## config.mk

```make
export PLATFORM = sky130hd
export DESIGN_NAME = cpld2_shift_selector
export DESIGN_NICKNAME = d
export VERILOG_FILES = /design/src/rtl/cpld2_shift_selector.sv
export SDC_FILE = /design/constraint.sdc
export NUM_CORES = 1
export LEC_CHECK = 0
export CAP_MARGIN = 20
export CELL_PAD_IN_SITES_DETAIL_PLACEMENT = 1
export CELL_PAD_IN_SITES_GLOBAL_PLACEMENT = 1
export CORE_MARGIN = 5
export CORE_UTILIZATION = 30
export DETAILED_ROUTE_END_ITERATION = 8
export GPL_TIMING_DRIVEN = 1
export PLACE_DENSITY_LB_ADDON = 0.12
export SYNTH_ARGS = -nofsm -noshare
export SYNTH_HDL_FRONTEND = slang
export SYNTH_SLANG_ARGS = --single-unit
```

## constraint.sdc

```tcl
create_clock -name clk -period 2.76 [get_ports clk]
set_input_delay 0.552 -clock clk [delete_from_list [all_inputs] [get_ports clk]]
set_output_delay 0.552 -clock clk [all_outputs]
set_load 0.01 [all_outputs]
```

## src/rtl/cpld2_shift_selector.sv

```systemverilog
// 5-bit working register updated each clock by one of eight select-driven operations,
// with a parity/popcount status word and a one-hot decode of the select.
module cpld2_shift_selector (
    input  logic       clk,
    input  logic       rst,
    input  logic [4:0] left_in,
    input  logic [2:0] sel,
    output logic [3:0] sel_out,
    output logic [4:0] right_out,
    output logic [4:0] sel_decoded
);

    typedef enum logic [2:0] {
        OpHold   = 3'd0,
        OpLoad   = 3'd1,
        OpShr    = 3'd2,
        OpShl    = 3'd3,
        OpRor    = 3'd4,
        OpXor    = 3'd5,
        OpClear  = 3'd6,
        OpInvert = 3'd7
    } op_e;

    logic [4:0] r_q;
    logic [4:0] r_d;
    logic [2:0] ones;

    always_comb begin
        r_d = r_q;
        unique case (op_e'(sel))
            OpHold:   r_d = r_q;
            OpLoad:   r_d = left_in;
            OpShr:    r_d = {left_in[0], r_q[4:1]};
            OpShl:    r_d = {r_q[3:0], left_in[0]};
            OpRor:    r_d = {r_q[0], r_q[4:1]};
            OpXor:    r_d = r_q ^ left_in;
            OpClear:  r_d = 5'b00000;
            OpInvert: r_d = ~r_q;
            default:  r_d = r_q;
        endcase
    end

    // Reset wins over whatever operation is selected on the same edge.
    always_ff @(posedge clk) begin
        if (rst) begin
            r_q <= 5'b00000;
        end else begin
            r_q <= r_d;
        end
    end

    always_comb begin
        ones = 3'd0;
        for (int i = 0; i < 5; i++) begin
            ones = ones + {2'b00, r_q[i]};
        end
    end

    assign right_out = r_q;
    assign sel_out   = {^r_q, ones};

    // Only selects 0..4 have a decode bit; 5..7 decode to all zeros.
    always_comb begin
        sel_decoded = 5'b00000;
        if (sel < 3'd5) begin
            sel_decoded[sel] = 1'b1;
        end
    end

endmodule

```

# Word level (Yosys, flattened, before mapping)
# Index checks and enable logic that the tools add are counted.
# totals
out_inout_bits,14
regBits,5
in_bits,10
elab_cells,24
# op_classes
bitwise_logic,2
eq_ne,7
mux,4
addsub,4
order_cmp,3
n_reduce_logical,3
# op_table
cell,n
case mux 5 bit (7 select lines),1
equality test 3 bit (second input constant),4
adder 3 x 1 -> 3 bit,2
equality test 3 x 2 -> 1 bit (second input constant),2
2-to-1 mux 5 bit,1
inverter 5 bit,1
XOR reduction 5 bit,1
XOR 5 bit,1
< comparator 3 x 4 -> 1 bit (second input constant),1
adder 2 x 1 -> 3 bit,1
demux 1 bit (select 3 bit),1
equality test 3 x 1 -> 1 bit (second input constant),1
greater-or-equal comparator 3 x 1 -> 1 bit (second input constant),1
zero test 3 bit,1
< comparator 3 bit (second input constant),1
adder 1 x 1 -> 2 bit,1
logical AND 1 bit,1
2-to-1 mux 1 bit,1

# Longest topological paths before layout
# depth
depth_word,5
mapped_depth,5
depth_no_buf,5

# Worst setup path after synthesis
# OpenSTA, ideal clock, no wires.
# synth_timing
kind,flip-flop to output port
startpoint,"register r_q[0], in the netlist right_out[0]"
endpoint,output port sel_out[1]
path_stages_with_launch,6
t_arrival_ps,1773
n_path_buf,0
setup_slack_ps,435
t_required_ps,2208
cell_sequence,dfxtp_1 inv_1 fa_1 inv_1 fa_1 ha_1
# synth_between
elab_chain_cells,4
# synth_rtl
element,line,rtl
from (decl),24,logic [4:0] r_q;
from (signal assigned),48,r_q <= r_d;
adder 1 x 1 -> 2 bit,55,"ones = ones + {2'b00, r_q[i]};"
adder 2 x 1 -> 3 bit,55,
adder 3 x 1 -> 3 bit (2 in series),55,
to (decl),8,"output logic [3:0] sel_out,"
# No other way between the ends.

# Worst setup path in the final report
# layout_timing
startpoint,"register r_q[0], in the netlist right_out[0]"
endpoint,output port sel_out[2]
# Same word-level chain as after synthesis.

==> flow_summary.json <==
{
  "synth.avg_cell_area_um2": 8.37,
  "synth_area_leaders": "dfxtp_1 16%, mux2_2 7.2%, a221oi_1 7.0%",
  "period_needed_ps": 2590,
  "holdWs_ps": 576,
  "ctsHtreeMaxLevel": 1,
  "cp-start-kind": "flip-flop",
  "cts_sinks": 5,
  "drive_gt1_share_pct": 17.3,
  "fin_cells": 131,
  "route.detailed.drc": 0,
  "cap_viol_max_count": 0,
  "max_slew_margin_pct": 79.4,
  "worst_skew_pair.late_latency_ps": 250,
  "syn-num-nets": 89,
  "path_clk_slew_ps": 50,
  "hold_path_class": "reg2reg",
  "netlist_area_um2": 628,
  "rsz0062_at_grt": "false",
  "setup_tns_ps": 0,
  "pwr-share-comb_pct": 50.3,
  "required_ps": 2210,
  "vias": 657,
  "hold_buffers": 0,
  "p_int_uw": 229,
  "critPathKind": "reg2out",
  "cellLeakagePower_nw": 0.386,
  "async_flop_share_pct": 0,
  "grt_max_degree": 20,
  "vias_per_cell": 5.02,
  "routed.top_layer": "met4",
  "drtIter0Drc": 4,
  "cp-end-kind": "primary output",
  "wl_met3_um": 108,
  "io-pin-count": 24,
  "antenna_found_initial": 0,
  "grt_pass1_wl_mm": 3.35,
  "ys_ff_latch": 5,
  "grt_pass1_vias": 700,
  "wl_met2_um": 904,
  "die_area_um2": 3110,
  "grt_overflow": 0,
  "synth_top_area_share_pct": 15.9,
  "power_frac_clock_pct": 25.3,
  "place.gp.congestion": 0.720,
  "rr_startpoint": "right_out[0]",
  "cts_root_buffer": "clkbuf_4",
  "cp-startpoint": "right_out[0]",
  "vdd_drop_max_uv": 219,
  "start_util_pct": 31.7,
  "final_hold_viol_count": 0,
  "synth_edf_count": 0,
  "wirelength_met1_um": 888,
  "synthTopCellsByCount": "7 x inv_1, 6 x o21ai_0",
  "r2r-end": "right_out[0]",
  "synth.largest_area_cell": "dfxtp_1",
  "layout.nets": 119,
  "drt.antenna.violating_nets": 0,
  "setup_viol": 0,
  "clockBufferDepth": 2,
  "rows": 16,
  "cts_setup_buffers": 0,
  "r2r_cells": 4,
  "yosys_warnings": 0,
  "outcome": "finished, final reports clean",
  "core-area_um2": 1980,
  "seq_area_frac_synth_pct": 15.9,
  "cts_buffers": 3,
  "crit_end": "sel_out[2]",
  "post-route-period-util_pct": 93.9,
  "io_buffer_count": 23,
  "die_h_um": 55.8,
  "clock_skew_ps": 5.68,
  "p_per_area_nw_per_um2": 392,
  "cts_tree": "built",
  "max_freq_mhz": 386,
  "worstMarginPinSlew_ps": 308,
  "final_max_slew_viol_count": 0,
  "reg2reg_slack_ps": 1580,
  "dp_cells": 127,
  "cts-resized-gates": 3,
  "synthDistinctLibCells": 30,
  "grt_usage_pct": 13.7,
  "yosysMostFrequentCell": "inv_1",
  "area_delta_synth_final_pct": 46.4,
  "finalWirelength_mm": 1.91,
  "drt-wirelength-per-cell_um": 14.6,
  "n_antenna_cell": 0,
  "power.share.switching_pct": 36.5,
  "firstDrtPassIters": 4,
  "syn_inst": 75,
  "largest_reg_flops": 5,
  "worstPathMaxFanout": 2,
  "dp_hpwl_mm": 1.48,
  "die_x_um": 55.8,
  "cp.arrival_ps": 2040,
  "switchingPower_uw": 132,
  "p_seq_share_pct": 24.4,
  "synth-main-ff-cell": "dfxtp_1"
}
[worst min path at each step]
stage                            start      endpoint  slack, ps  cells past startpoint
after global placement    right_out[1]  right_out[1]        570                      3
after detailed placement  right_out[1]  right_out[1]        580                      3
final                     right_out[1]  right_out[1]        580                      3
after global routing      right_out[1]  right_out[1]        630                      3
after CTS                 right_out[1]  right_out[1]        580                      3
after floorplan                    rst  right_out[0]        620                      1
[worst max-delay path, cell delays in order (launching register included)]
cell and delay (ps):
dfxtp_1 330, inv_1 60, fa_1 520, inv_1 50, fa_1 370, ha_1 190
dlygate4sd2_1 280
[layout make-up]
| cell class | count | area [µm²] |
|---|---|---|
| clock buffer | 3 | 22.5 |
| clock inverter | 1 | 5.00 |
| fill | 245 | 1060 |
| inverter | 7 | 26.3 |
| multi-input combinational | 58 | 457 |
| sequential | 5 | 100 |
| tap | 27 | 33.8 |
| timing repair buffer | 30 | 275 |
[through the flow]
step / util [%] / setup slack (ps) / instance area [µm²] / power, mW
final: 46.4 / 167 / 920 / 0.360
after global routing: 46.4 / 45.9 / 920 / 0.396
after CTS: 46.6 / 41.3 / 923 / 0.369
after detailed placement: 45.4 / 65.4 / 900 / 0.283
after global placement: 45.4 / 119 / 900 / 0.276
after floorplan: - / 435 / 628 / 0.189
[layer usage]
metal | vias up | track usage (%)
met2 | 18 | 20.8
li1 | 331 | -
met1 | 306 | 17.3
met4 | 0 | 4.17
met3 | 2 | 6.03
met5 | - | 0
[placed cells by master (no fill, tap or decap), drive strengths merged, types with 2 or more instances in the layout]
| cell type | count |
|---|---|
| a21oi | 5 |
| a221oi | 5 |
| buf | 7 |
| clkbuf | 4 |
| clkdlybuf4s50 | 20 |
| dfxtp | 5 |
| dlygate4sd2 | 2 |
| fa | 2 |
| ha | 2 |
| inv | 7 |
| mux2 | 4 |
| mux2i | 4 |
| nand2b | 2 |
| nor2 | 3 |
| nor2b | 5 |
| nor3 | 2 |
| nor3b | 4 |
| o21ai | 6 |
| xnor2 | 2 |
[cells by family after synthesis]
family / count (synthesis) / synth area share, %
compound gates: 22 / 24.7
xor+xnor: 3 / 4.18
fa+ha+maj: 4 / 10.4
buf+inv: 12 / 11.4
flops: 5 / 15.9
mux: 8 / 13.5
simple gates: 21 / 19.9
[power by group through the flow]
| stage | sequential (mW) | combinational, mW | clock [mW] |
|---|---|---|---|
| 2_1_floorplan | 0.0955 | 0.0938 | 0 |
| 3_3_place_gp | 0.0893 | 0.187 | 0 |
| 3_5_place_dp | 0.0896 | 0.193 | 0 |
| 4_1_cts | 0.0881 | 0.186 | 0.0957 |
| 5_1_grt | 0.0898 | 0.201 | 0.105 |
| 6_report | 0.0877 | 0.181 | 0.0912 |
No activity file was read; power rests on OpenSTA's default activity.
